--- src/rtl/mem_arb_pkg.sv ---
// Shared definitions for the instruction/data memory arbiter.
package mem_arb_pkg;

  typedef enum logic [1:0] {
    IDLE  = 2'd0,
    GNT_I = 2'd1,
    GNT_D = 2'd2
  } arb_state_e;

  localparam int unsigned STARVE_MAX_DEFAULT = 4;

endpackage

--- src/rtl/mem_arbiter.sv ---
// Arbitrates a single-port memory between instruction fetch and the data stage.
module mem_arbiter
  import mem_arb_pkg::*;
#(
  parameter int unsigned ADDR_W     = 32,
  parameter int unsigned DATA_W     = 32,
  parameter int unsigned STARVE_MAX = STARVE_MAX_DEFAULT
) (
  input  logic              clk,
  input  logic              rst,
  input  logic              if_req,
  input  logic [ADDR_W-1:0] if_addr,
  output logic [DATA_W-1:0] if_rdata,
  output logic              if_ack,
  input  logic              dm_req,
  input  logic              dm_we,
  input  logic [ADDR_W-1:0] dm_addr,
  input  logic [DATA_W-1:0] dm_wdata,
  output logic [DATA_W-1:0] dm_rdata,
  output logic              dm_ack,
  output logic              mem_en,
  output logic              mem_we,
  output logic [ADDR_W-1:0] mem_addr,
  output logic [DATA_W-1:0] mem_wdata,
  input  logic [DATA_W-1:0] mem_rdata,
  input  logic              mem_rdy,
  output logic              stall_if,
  output logic              stall_mem
);

  localparam int unsigned CNT_W = (STARVE_MAX < 1) ? 1 : $clog2(STARVE_MAX + 1);

  arb_state_e        state_q, state_d;
  logic [CNT_W-1:0]  starve_q, starve_d;
  logic [ADDR_W-1:0] addr_q, addr_d;
  logic              we_q, we_d;
  logic [DATA_W-1:0] wdata_q, wdata_d;
  logic [DATA_W-1:0] if_rdata_q, if_rdata_d;
  logic [DATA_W-1:0] dm_rdata_q, dm_rdata_d;
  logic              if_ack_q, if_ack_d;
  logic              dm_ack_q, dm_ack_d;
  logic              if_eff, dm_eff;

  // State and output registers; reset abandons any access in flight.
  always_ff @(posedge clk or negedge rst) begin
    if (!rst) begin
      state_q    <= IDLE;
      starve_q   <= '0;
      addr_q     <= '0;
      we_q       <= 1'b0;
      wdata_q    <= '0;
      if_rdata_q <= '0;
      dm_rdata_q <= '0;
      if_ack_q   <= 1'b0;
      dm_ack_q   <= 1'b0;
    end else begin
      state_q    <= state_d;
      starve_q   <= starve_d;
      addr_q     <= addr_d;
      we_q       <= we_d;
      wdata_q    <= wdata_d;
      if_rdata_q <= if_rdata_d;
      dm_rdata_q <= dm_rdata_d;
      if_ack_q   <= if_ack_d;
      dm_ack_q   <= dm_ack_d;
    end
  end

  // Arbitration, starvation guard and transfer completion.
  always_comb begin
    state_d    = state_q;
    starve_d   = starve_q;
    addr_d     = addr_q;
    we_d       = we_q;
    wdata_d    = wdata_q;
    if_rdata_d = if_rdata_q;
    dm_rdata_d = dm_rdata_q;
    if_ack_d   = 1'b0;
    dm_ack_d   = 1'b0;
    // A requester being acked this cycle still shows its old request; mask it.
    if_eff     = if_req & ~if_ack_q;
    dm_eff     = dm_req & ~dm_ack_q;
    case (state_q)
      IDLE: begin
        if (if_eff && (!dm_eff || starve_q == CNT_W'(STARVE_MAX))) begin
          state_d  = GNT_I;
          addr_d   = if_addr;
          we_d     = 1'b0;
          wdata_d  = '0;
          starve_d = '0;
        end else if (dm_eff) begin
          state_d = GNT_D;
          addr_d  = dm_addr;
          we_d    = dm_we;
          wdata_d = dm_wdata;
          if (if_eff) begin
            starve_d = starve_q + CNT_W'(1);
          end
        end
      end
      GNT_I: begin
        if (mem_rdy) begin
          if_rdata_d = mem_rdata;
          if_ack_d   = 1'b1;
          state_d    = IDLE;
        end
      end
      GNT_D: begin
        if (mem_rdy) begin
          if (!we_q) begin
            dm_rdata_d = mem_rdata;
          end
          dm_ack_d = 1'b1;
          we_d     = 1'b0;
          state_d  = IDLE;
        end
      end
      default: state_d = IDLE;
    endcase
  end

  assign mem_en    = (state_q != IDLE);
  assign mem_we    = we_q;
  assign mem_addr  = addr_q;
  assign mem_wdata = wdata_q;
  assign if_rdata  = if_rdata_q;
  assign dm_rdata  = dm_rdata_q;
  assign if_ack    = if_ack_q;
  assign dm_ack    = dm_ack_q;
  assign stall_if  = if_req & ~if_ack_q;
  assign stall_mem = dm_req & ~dm_ack_q;

endmodule

--- config.mk ---
export PLATFORM = sky130hd
export DESIGN_NAME = mem_arbiter
export DESIGN_NICKNAME = d
export VERILOG_FILES = /design/src/rtl/mem_arb_pkg.sv /design/src/rtl/mem_arbiter.sv
export SDC_FILE = /design/constraint.sdc
export NUM_CORES = 1
export LEC_CHECK = 0
export CAP_MARGIN = 20
export CORE_ASPECT_RATIO = 2
export CORE_MARGIN = 2
export CORE_UTILIZATION = 44
export CTS_CLUSTER_DIAMETER = 50
export CTS_CLUSTER_SIZE = 8
export DETAILED_ROUTE_END_ITERATION = 7
export PLACE_DENSITY = 0.82
export SLEW_MARGIN = 40
export SYNTH_ARGS = -nofsm -noshare
export SYNTH_HDL_FRONTEND = slang
export SYNTH_SLANG_ARGS = --single-unit
--- constraint.sdc ---
create_clock -name clk -period 2.9 [get_ports clk]
set_clock_uncertainty 0.15 [all_clocks]
set_input_delay 0.58 -clock clk [delete_from_list [all_inputs] [get_ports clk]]
set_output_delay 0.58 -clock clk [all_outputs]
set_load 0.005 [all_outputs]
==> flow_metrics.py, run 1 <==
metrics = {
    "placed_design": {
        "port-buffer-count": 267,
        "place_congestion": 0.853,
        "pre_cts_slack_ns": 0.181,
        "detailedPlacementHpwl_microns": 12400,
    },
    "logic_synthesis": {
        "portion_of_netlist_area_occupied_by_mux_cells": 0.127,
        "synthesis.yosys.warnings": 0,
        "syn_avg_cell_area_sq_um": 13.1,
        "netlist_instances": 431,
        "synthTopCellsByArea": "sky130_fd_sc_hd__dfrtp_1 60%, sky130_fd_sc_hd__a21oi_2 7.7%, sky130_fd_sc_hd__mux2_2 6.8%",
        "synth_largest_area_cell": "sky130_fd_sc_hd__dfrtp_1",
        "mappedNetlistNets": 570,
        "synth_top_family_by_area": "compound AO/OA/AOI/OAI gates",
        "yosysSeqAreaShare": 0.601,
        "post_synthesis_share_of_cell_area_spent_on_and_or_nand_and_nor_gates": 0.0620,
        "syn-cell-area_sq_um": 5670,
        "yosys_register_bits": 136,
        "synth-compound-area-share": 0.160,
        "post_synth_fa_ha_maj_area_fraction": 0.0110,
        "synth.lib_cells_used.distinct": 30,
        "post-synth-top-area-fraction": 0.601,
        "yosys.area_share.xor_xnor": 0,
    },
    "power_and_ir_drop": {
        "power_frac_comb": 0.438,
        "power_density_nw_per_um2": 1080,
        "sequentialPowerShare": 0.343,
        "sw_frac_of_total": 0.314,
        "power.share.clock": 0.218,
        "vdd_ir_drop_max_uv": 677,
        "leakage_power_summed_over_all_cells_uw": 0.00381,
        "total_switching_power_uw": 3050,
        "p_int_uw": 6660,
    },
    "drt": {
        "route.final.wire_length_microns": 16800,
        "avgViaCountPerCell": 5.23,
        "vias": 4534,
        "detail_route.iter0.violations": 202,
        "routed_wire_length_per_instance_microns": 19.4,
        "ant_nets": 0,
        "route.detailed.drc": 0,
        "drt_pre_antenna_iters": 4,
    },
    "setup_path": {
        "worstSetupEndpointType": "output port",
        "cp.arrival_ns": 1.91,
        "critical_path_peak_fanout": 6,
        "crit_path_start_kind": "input pin",
        "crit_required_ns": 2.17,
        "critical_path_class": "input pin to output port",
    },
    "clock_tree": {
        "numCtsBuffers": 17,
        "worstSkewPairLatency_ns": 0.40,
        "clk_transition_reported_paths_ns": 0.06,
        "cts_setup_buffers": 0,
        "number_of_clock_sinks": 136,
        "ctsResizeCount": 0,
        "htree_num_levels": 4,
        "clk_path_buf_depth": 2,
        "tritoncts_clock_tree": "done",
        "cts.hold.buffers_added": 1,
        "ctsRootBufferMaster": "sky130_fd_sc_hd__clkbuf_16",
    },
    "grt": {
        "grt_first_pass_wirelength_microns": 25900,
        "remaining_overflow_grt": 0,
        "grtUsageTotal": 0.242,
        "grt_max_degree": 66,
        "first_global_vias": 4919,
        "number_of_antenna_violations_at_the_first_check_in_global_routing": 1,
    },
    "floorplanning": {
        "floorplan.die_area_sq_um": 13900,
        "coreArea_sq_um": 12600,
        "placementRows": 58,
        "floorplan.initialDensity": 0.451,
        "die-width_microns": 84.2,
        "die_y_microns": 164,
        "number_of_i_o_pins": 268,
    },
    "min_path": {
        "hold_path.class": "flop to flop",
    },
    "sta": {
        "rsz_0062_raised_after_global_routing": "no",
        "period_share": 0.910,
        "timing_worst_slew_pin_value_ns": 0.818,
        "timing.final.hold_violations": 0,
        "finalMaxSlewViolations": 0,
        "max_clock_freq_mhz": 379,
        "fin_ws_ns": 0.262,
        "totalNegativeSetupSlack_ns": 0,
        "fin_crit_ns": 2.64,
        "setup_violations": 0,
        "relSlewSlack": 0.455,
    },
    "cells_and_area": {
        "finish.net_count": 840,
        "fraction_of_layout_cells_with_a_size_suffix_above_1": 0.189,
        "n_fill_cell": 908,
        "area_growth_syn_to_layout_pct": 59.4,
    },
    "outcome": {
        "outcome": "finished clean",
    },
    "flow_run": {
        "maxCapViolCount": 0,
    },
}
-- sequential cells by signal, summed over array words and instances, names as in the netlist --
signal	cells
dm_rdata	32
if_rdata	32
mem_addr	32
mem_wdata	32
starve_q	3
state_q	2
dm_ack	1
if_ack	1
mem_we	1
-- power by group through the flow --
stage / combinational, uW / sequential [uW] / clock [uW]
after floorplan: 1800 / 3360 / 0
after global placement: 4150 / 3290 / 0
after detailed placement: 4280 / 3340 / 0
after CTS: 4300 / 3330 / 2170
after global routing: 4560 / 3440 / 2250
final: 4260 / 3330 / 2120
-- synth_stat cells --
cell                        number
sky130_fd_sc_hd__a21o_1          1
sky130_fd_sc_hd__a21oi_1        14
sky130_fd_sc_hd__a21oi_2        50
sky130_fd_sc_hd__a21oi_4         2
sky130_fd_sc_hd__a22o_1         32
sky130_fd_sc_hd__a31oi_1         1
sky130_fd_sc_hd__and2_1          1
sky130_fd_sc_hd__buf_1           1
sky130_fd_sc_hd__buf_2          11
sky130_fd_sc_hd__buf_4           7
sky130_fd_sc_hd__buf_6           7
sky130_fd_sc_hd__dfrtp_1       136
sky130_fd_sc_hd__ha_1            5
sky130_fd_sc_hd__inv_1           6
sky130_fd_sc_hd__inv_2           3
sky130_fd_sc_hd__mux2_1         30
sky130_fd_sc_hd__mux2_2         34
sky130_fd_sc_hd__nand2_1        39
sky130_fd_sc_hd__nand2b_1        2
sky130_fd_sc_hd__nand2b_4        2
sky130_fd_sc_hd__nand3b_1        1
sky130_fd_sc_hd__nand4_1         2
sky130_fd_sc_hd__nor2_1         32
sky130_fd_sc_hd__nor2_2          1
sky130_fd_sc_hd__nor2b_1         2
sky130_fd_sc_hd__o21ai_0         4
sky130_fd_sc_hd__o21ai_4         1
sky130_fd_sc_hd__o21bai_1        1
sky130_fd_sc_hd__o2bb2ai_1       1
sky130_fd_sc_hd__o32ai_1         2
-- path summary, 6_finish.rpt --
check                      cells after the start         from  slack [ns]           end
max                                            4       if_req        0.26      stall_if
min                                            1  dm_rdata[4]        0.34   dm_rdata[4]
max reg2reg                                    6   state_q[0]        0.78   mem_addr[4]
min reg2reg                                    1  dm_rdata[4]        0.34   dm_rdata[4]
max in group asynchronous                      3          rst        1.26  mem_addr[15]
min in group asynchronous                      2          rst        0.55   if_rdata[5]
-- cell usage in the layout, fill, tap and decap left out, types with 2 or more instances in the layout --
cell                              count
sky130_fd_sc_hd__inv_6                4
sky130_fd_sc_hd__bufinv_16            2
sky130_fd_sc_hd__diode_2              4
sky130_fd_sc_hd__o21ai_0              4
sky130_fd_sc_hd__dfrtp_1            136
sky130_fd_sc_hd__clkinvlp_4           5
sky130_fd_sc_hd__o32ai_1              2
sky130_fd_sc_hd__nor2b_1              2
sky130_fd_sc_hd__inv_1                6
sky130_fd_sc_hd__a21oi_1             14
sky130_fd_sc_hd__a21oi_2             50
sky130_fd_sc_hd__inv_2                3
sky130_fd_sc_hd__mux2_1              30
sky130_fd_sc_hd__nand2_1             39
sky130_fd_sc_hd__a22o_1              32
sky130_fd_sc_hd__clkdlybuf4s50_1    266
sky130_fd_sc_hd__nand4_1              2
sky130_fd_sc_hd__a21oi_4              2
sky130_fd_sc_hd__buf_4                8
sky130_fd_sc_hd__mux2_2              34
sky130_fd_sc_hd__clkbuf_16           17
sky130_fd_sc_hd__nor2_1              32
sky130_fd_sc_hd__ha_1                 5
sky130_fd_sc_hd__nand2b_4             2
-- layer usage --
metal	wire, microns	vias to the layer above	track usage	share of wire
met5	0	-	0	0
met4	729	0	0.138	0.043
met3	1040	42	0.0660	0.062
met2	9230	202	0.421	0.55
met1	5820	2246	0.263	0.35
li1	-	2044	-	-
-- critical path: stages --
cell and delay, ns:
sky130_fd_sc_hd__clkdlybuf4s50_1 0.54, sky130_fd_sc_hd__nand2b_4 0.11, sky130_fd_sc_hd__inv_2 0.13, sky130_fd_sc_hd__clkdlybuf4s50_1 0.54
-- layout make-up --
cell class | count | area (sq um) | area share
clock inverter | 13 | 146 | 0.0162
antenna | 4 | 10.0 | 0.00111
tap | 150 | 188 | 0.0208
timing repair buffer | 277 | 2760 | 0.306
clock buffer | 18 | 439 | 0.0486
sequential | 136 | 3400 | 0.377
inverter | 9 | 33.8 | 0.00374
multi-input combinational | 260 | 2050 | 0.227
-- stage by stage --
stage	hold WS [ns]	std cells	area, sq um	total power, uW	util
floorplan	0.134	431	5670	5160	-
global placement	0.323	831	8420	7440	0.671
detailed placement	0.334	831	8430	7620	0.671
CTS	0.348	863	9020	9810	0.719
global route	0.350	864	9020	10200	0.719
finish	0.342	867	9030	9710	0.719
-- cell families after synthesis --
family / after synthesis
mux: 64
flops: 136
simple gates: 82
compound gates: 109
buf+inv: 35
fa+ha+maj: 5
Note: power is estimated with default switching activity, not from simulation.
==> run 2: changes to the inputs <==
PLACE_DENSITY = 0.86   (was 0.82)
REMOVE_ABC_BUFFERS = 1   (was not set)
==> flow_metrics.py, run 2 (same netlist as run 1, synthesis figures left out) <==
metrics = {
    "min_path": {
        "hold_path.class": "input pin to async pin",
    },
    "power_and_ir_drop": {
        "vdd_ir_drop_max_uv": 651,
        "leakage_power_summed_over_all_cells_uw": 0.00386,
        "power_density_nw_per_um2": 1100,
    },
    "sta": {
        "setup_violations": 0,
        "max_clock_freq_mhz": 386,
        "relSlewSlack": 0.525,
        "timing_worst_slew_pin_value_ns": 0.713,
        "finalMaxSlewViolations": 0,
        "timing.final.hold_violations": 0,
        "rsz_0062_raised_after_global_routing": "no",
        "period_share": 0.892,
        "fin_ws_ns": 0.312,
        "totalNegativeSetupSlack_ns": 0,
        "fin_crit_ns": 2.59,
    },
    "clock_tree": {
        "clk_path_buf_depth": 2,
        "number_of_clock_sinks": 136,
        "worstSkewPairLatency_ns": 0.40,
        "ctsResizeCount": 0,
        "tritoncts_clock_tree": "done",
        "cts_setup_buffers": 0,
        "ctsRootBufferMaster": "sky130_fd_sc_hd__clkbuf_16",
        "htree_num_levels": 4,
        "clk_transition_reported_paths_ns": 0.06,
        "numCtsBuffers": 17,
        "cts.hold.buffers_added": 0,
    },
    "setup_path": {
        "worst-r2r-cell-count": 7,
        "critical_path_class": "input pin to output port",
        "crit_path_start_kind": "input pin",
        "critical_path_peak_fanout": 7,
        "cp.arrival_ns": 1.86,
        "regToRegEndpoint": "mem_addr[31]",
        "crit_path_top_delay_cell": "sky130_fd_sc_hd__clkdlybuf4s50_1",
        "cpPeakStageDelay_ns": 0.54,
        "worstSetupEndpointType": "output port",
        "crit_chain": "clkdlybuf4s50_1, nand2b_4, inv_2, clkdlybuf4s50_1",
        "crit-reg2reg-launch": "state_q[0]",
        "r2r_setup_slack_ns": 1.03,
        "crit_required_ns": 2.17,
        "critical_path.most_common_cell": "sky130_fd_sc_hd__clkdlybuf4s50_1",
    },
    "grt": {
        "first_global_vias": 4878,
        "grtUsageTotal": 0.236,
        "number_of_antenna_violations_at_the_first_check_in_global_routing": 0,
        "remaining_overflow_grt": 0,
        "grt_first_pass_wirelength_microns": 25200,
        "grt_max_degree": 137,
    },
    "placed_design": {
        "placed_cells_incl_taps": 831,
        "detailedPlacementHpwl_microns": 11900,
        "pre_cts_slack_ns": 0.321,
        "place_congestion": 0.950,
        "placed_cell_area_sq_um": 8460,
        "port-buffer-count": 267,
    },
    "cells_and_area": {
        "area_growth_syn_to_layout_pct": 60.7,
        "layout_commonest_cell": "sky130_fd_sc_hd__clkdlybuf4s50_1",
        "antenna-diode-count": 0,
        "final-instance-count-excl-fill": 863,
        "layout.cell_area.non_filler_sq_um": 9110,
        "finish.net_count": 839,
        "final_cell_mix": "266 x sky130_fd_sc_hd__clkdlybuf4s50_1, 136 x sky130_fd_sc_hd__dfrtp_1, 50 x sky130_fd_sc_hd__a21oi_2, 39 x sky130_fd_sc_hd__nand2_1, 34 x sky130_fd_sc_hd__mux2_2",
        "fraction_of_layout_cells_with_a_size_suffix_above_1": 0.187,
    },
    "floorplanning": {
        "floorplan.initialDensity": 0.451,
        "floorplan.die_area_sq_um": 13900,
        "die_y_microns": 164,
        "placementRows": 58,
        "die-width_microns": 84.2,
        "coreArea_sq_um": 12600,
        "number_of_i_o_pins": 268,
    },
    "drt": {
        "routed_wire_length_per_instance_microns": 18.8,
        "ant_nets": 0,
        "drt_pre_antenna_iters": 4,
        "avgViaCountPerCell": 5.19,
        "route.final.wire_length_microns": 16200,
        "vias": 4479,
        "route.detailed.drc": 0,
        "detail_route.iter0.violations": 159,
    },
    "flow_run": {
        "maxCapViolCount": 0,
    },
    "outcome": {
        "outcome": "finished clean",
    },
}
-- run 2: worst max-delay path: cells and delay by family --
family | cells | cell delay (ns)
and+or+nand+nor | 1 | 0.08
buffers and inverters | 3 | 1.19
-- run 2: cell type report --
cell class | instances | area (sq um)
Fill cell | 843 | 3450
Inverter | 9 | 33.8
Sequential cell | 136 | 3400
Tap cell | 150 | 188
Clock buffer | 19 | 433
Clock inverter | 13 | 218
Multi-Input combinational cell | 260 | 2040
Timing Repair Buffer | 276 | 2790
-- run 2: worst max-delay path by stage --
stage / from / end / slack [ns]
5_1_grt: state_q[0] / mem_en / 0.25
3_3_place_gp: dm_req / stall_mem / 0.33
3_5_place_dp: if_req / stall_if / 0.32
4_1_cts: if_req / stall_if / 0.32
6_report: dm_req / stall_mem / 0.31
2_1_floorplan: if_req / mem_wdata[0] / 0.05
-- run 2: metal layers --
metal	up-vias	global-route usage	wire length, microns
met5	-	0	0
met4	0	0.128	695
met3	43	0.0595	930
met2	189	0.439	9180
met1	2196	0.236	5410
li1	2051	-	-
-- run 2: report_power, final --
group / leakage (uW) / internal (uW) / switching, uW
clock: 0.000309 / 1540 / 832
combinational: 0.00192 / 2590 / 1710
sequential: 0.00163 / 2820 / 503
total: 0.00386 / 6950 / 3050
-- run 2: through the flow --
step | power (uW) | hold WS (ns) | util
floorplan | 5000 | 0.134 | -
global placement | 7490 | 0.324 | 0.674
detailed placement | 7680 | 0.331 | 0.674
CTS | 10100 | 0.156 | 0.725
global route | 10600 | 0.165 | 0.725
finish | 9990 | 0.131 | 0.725
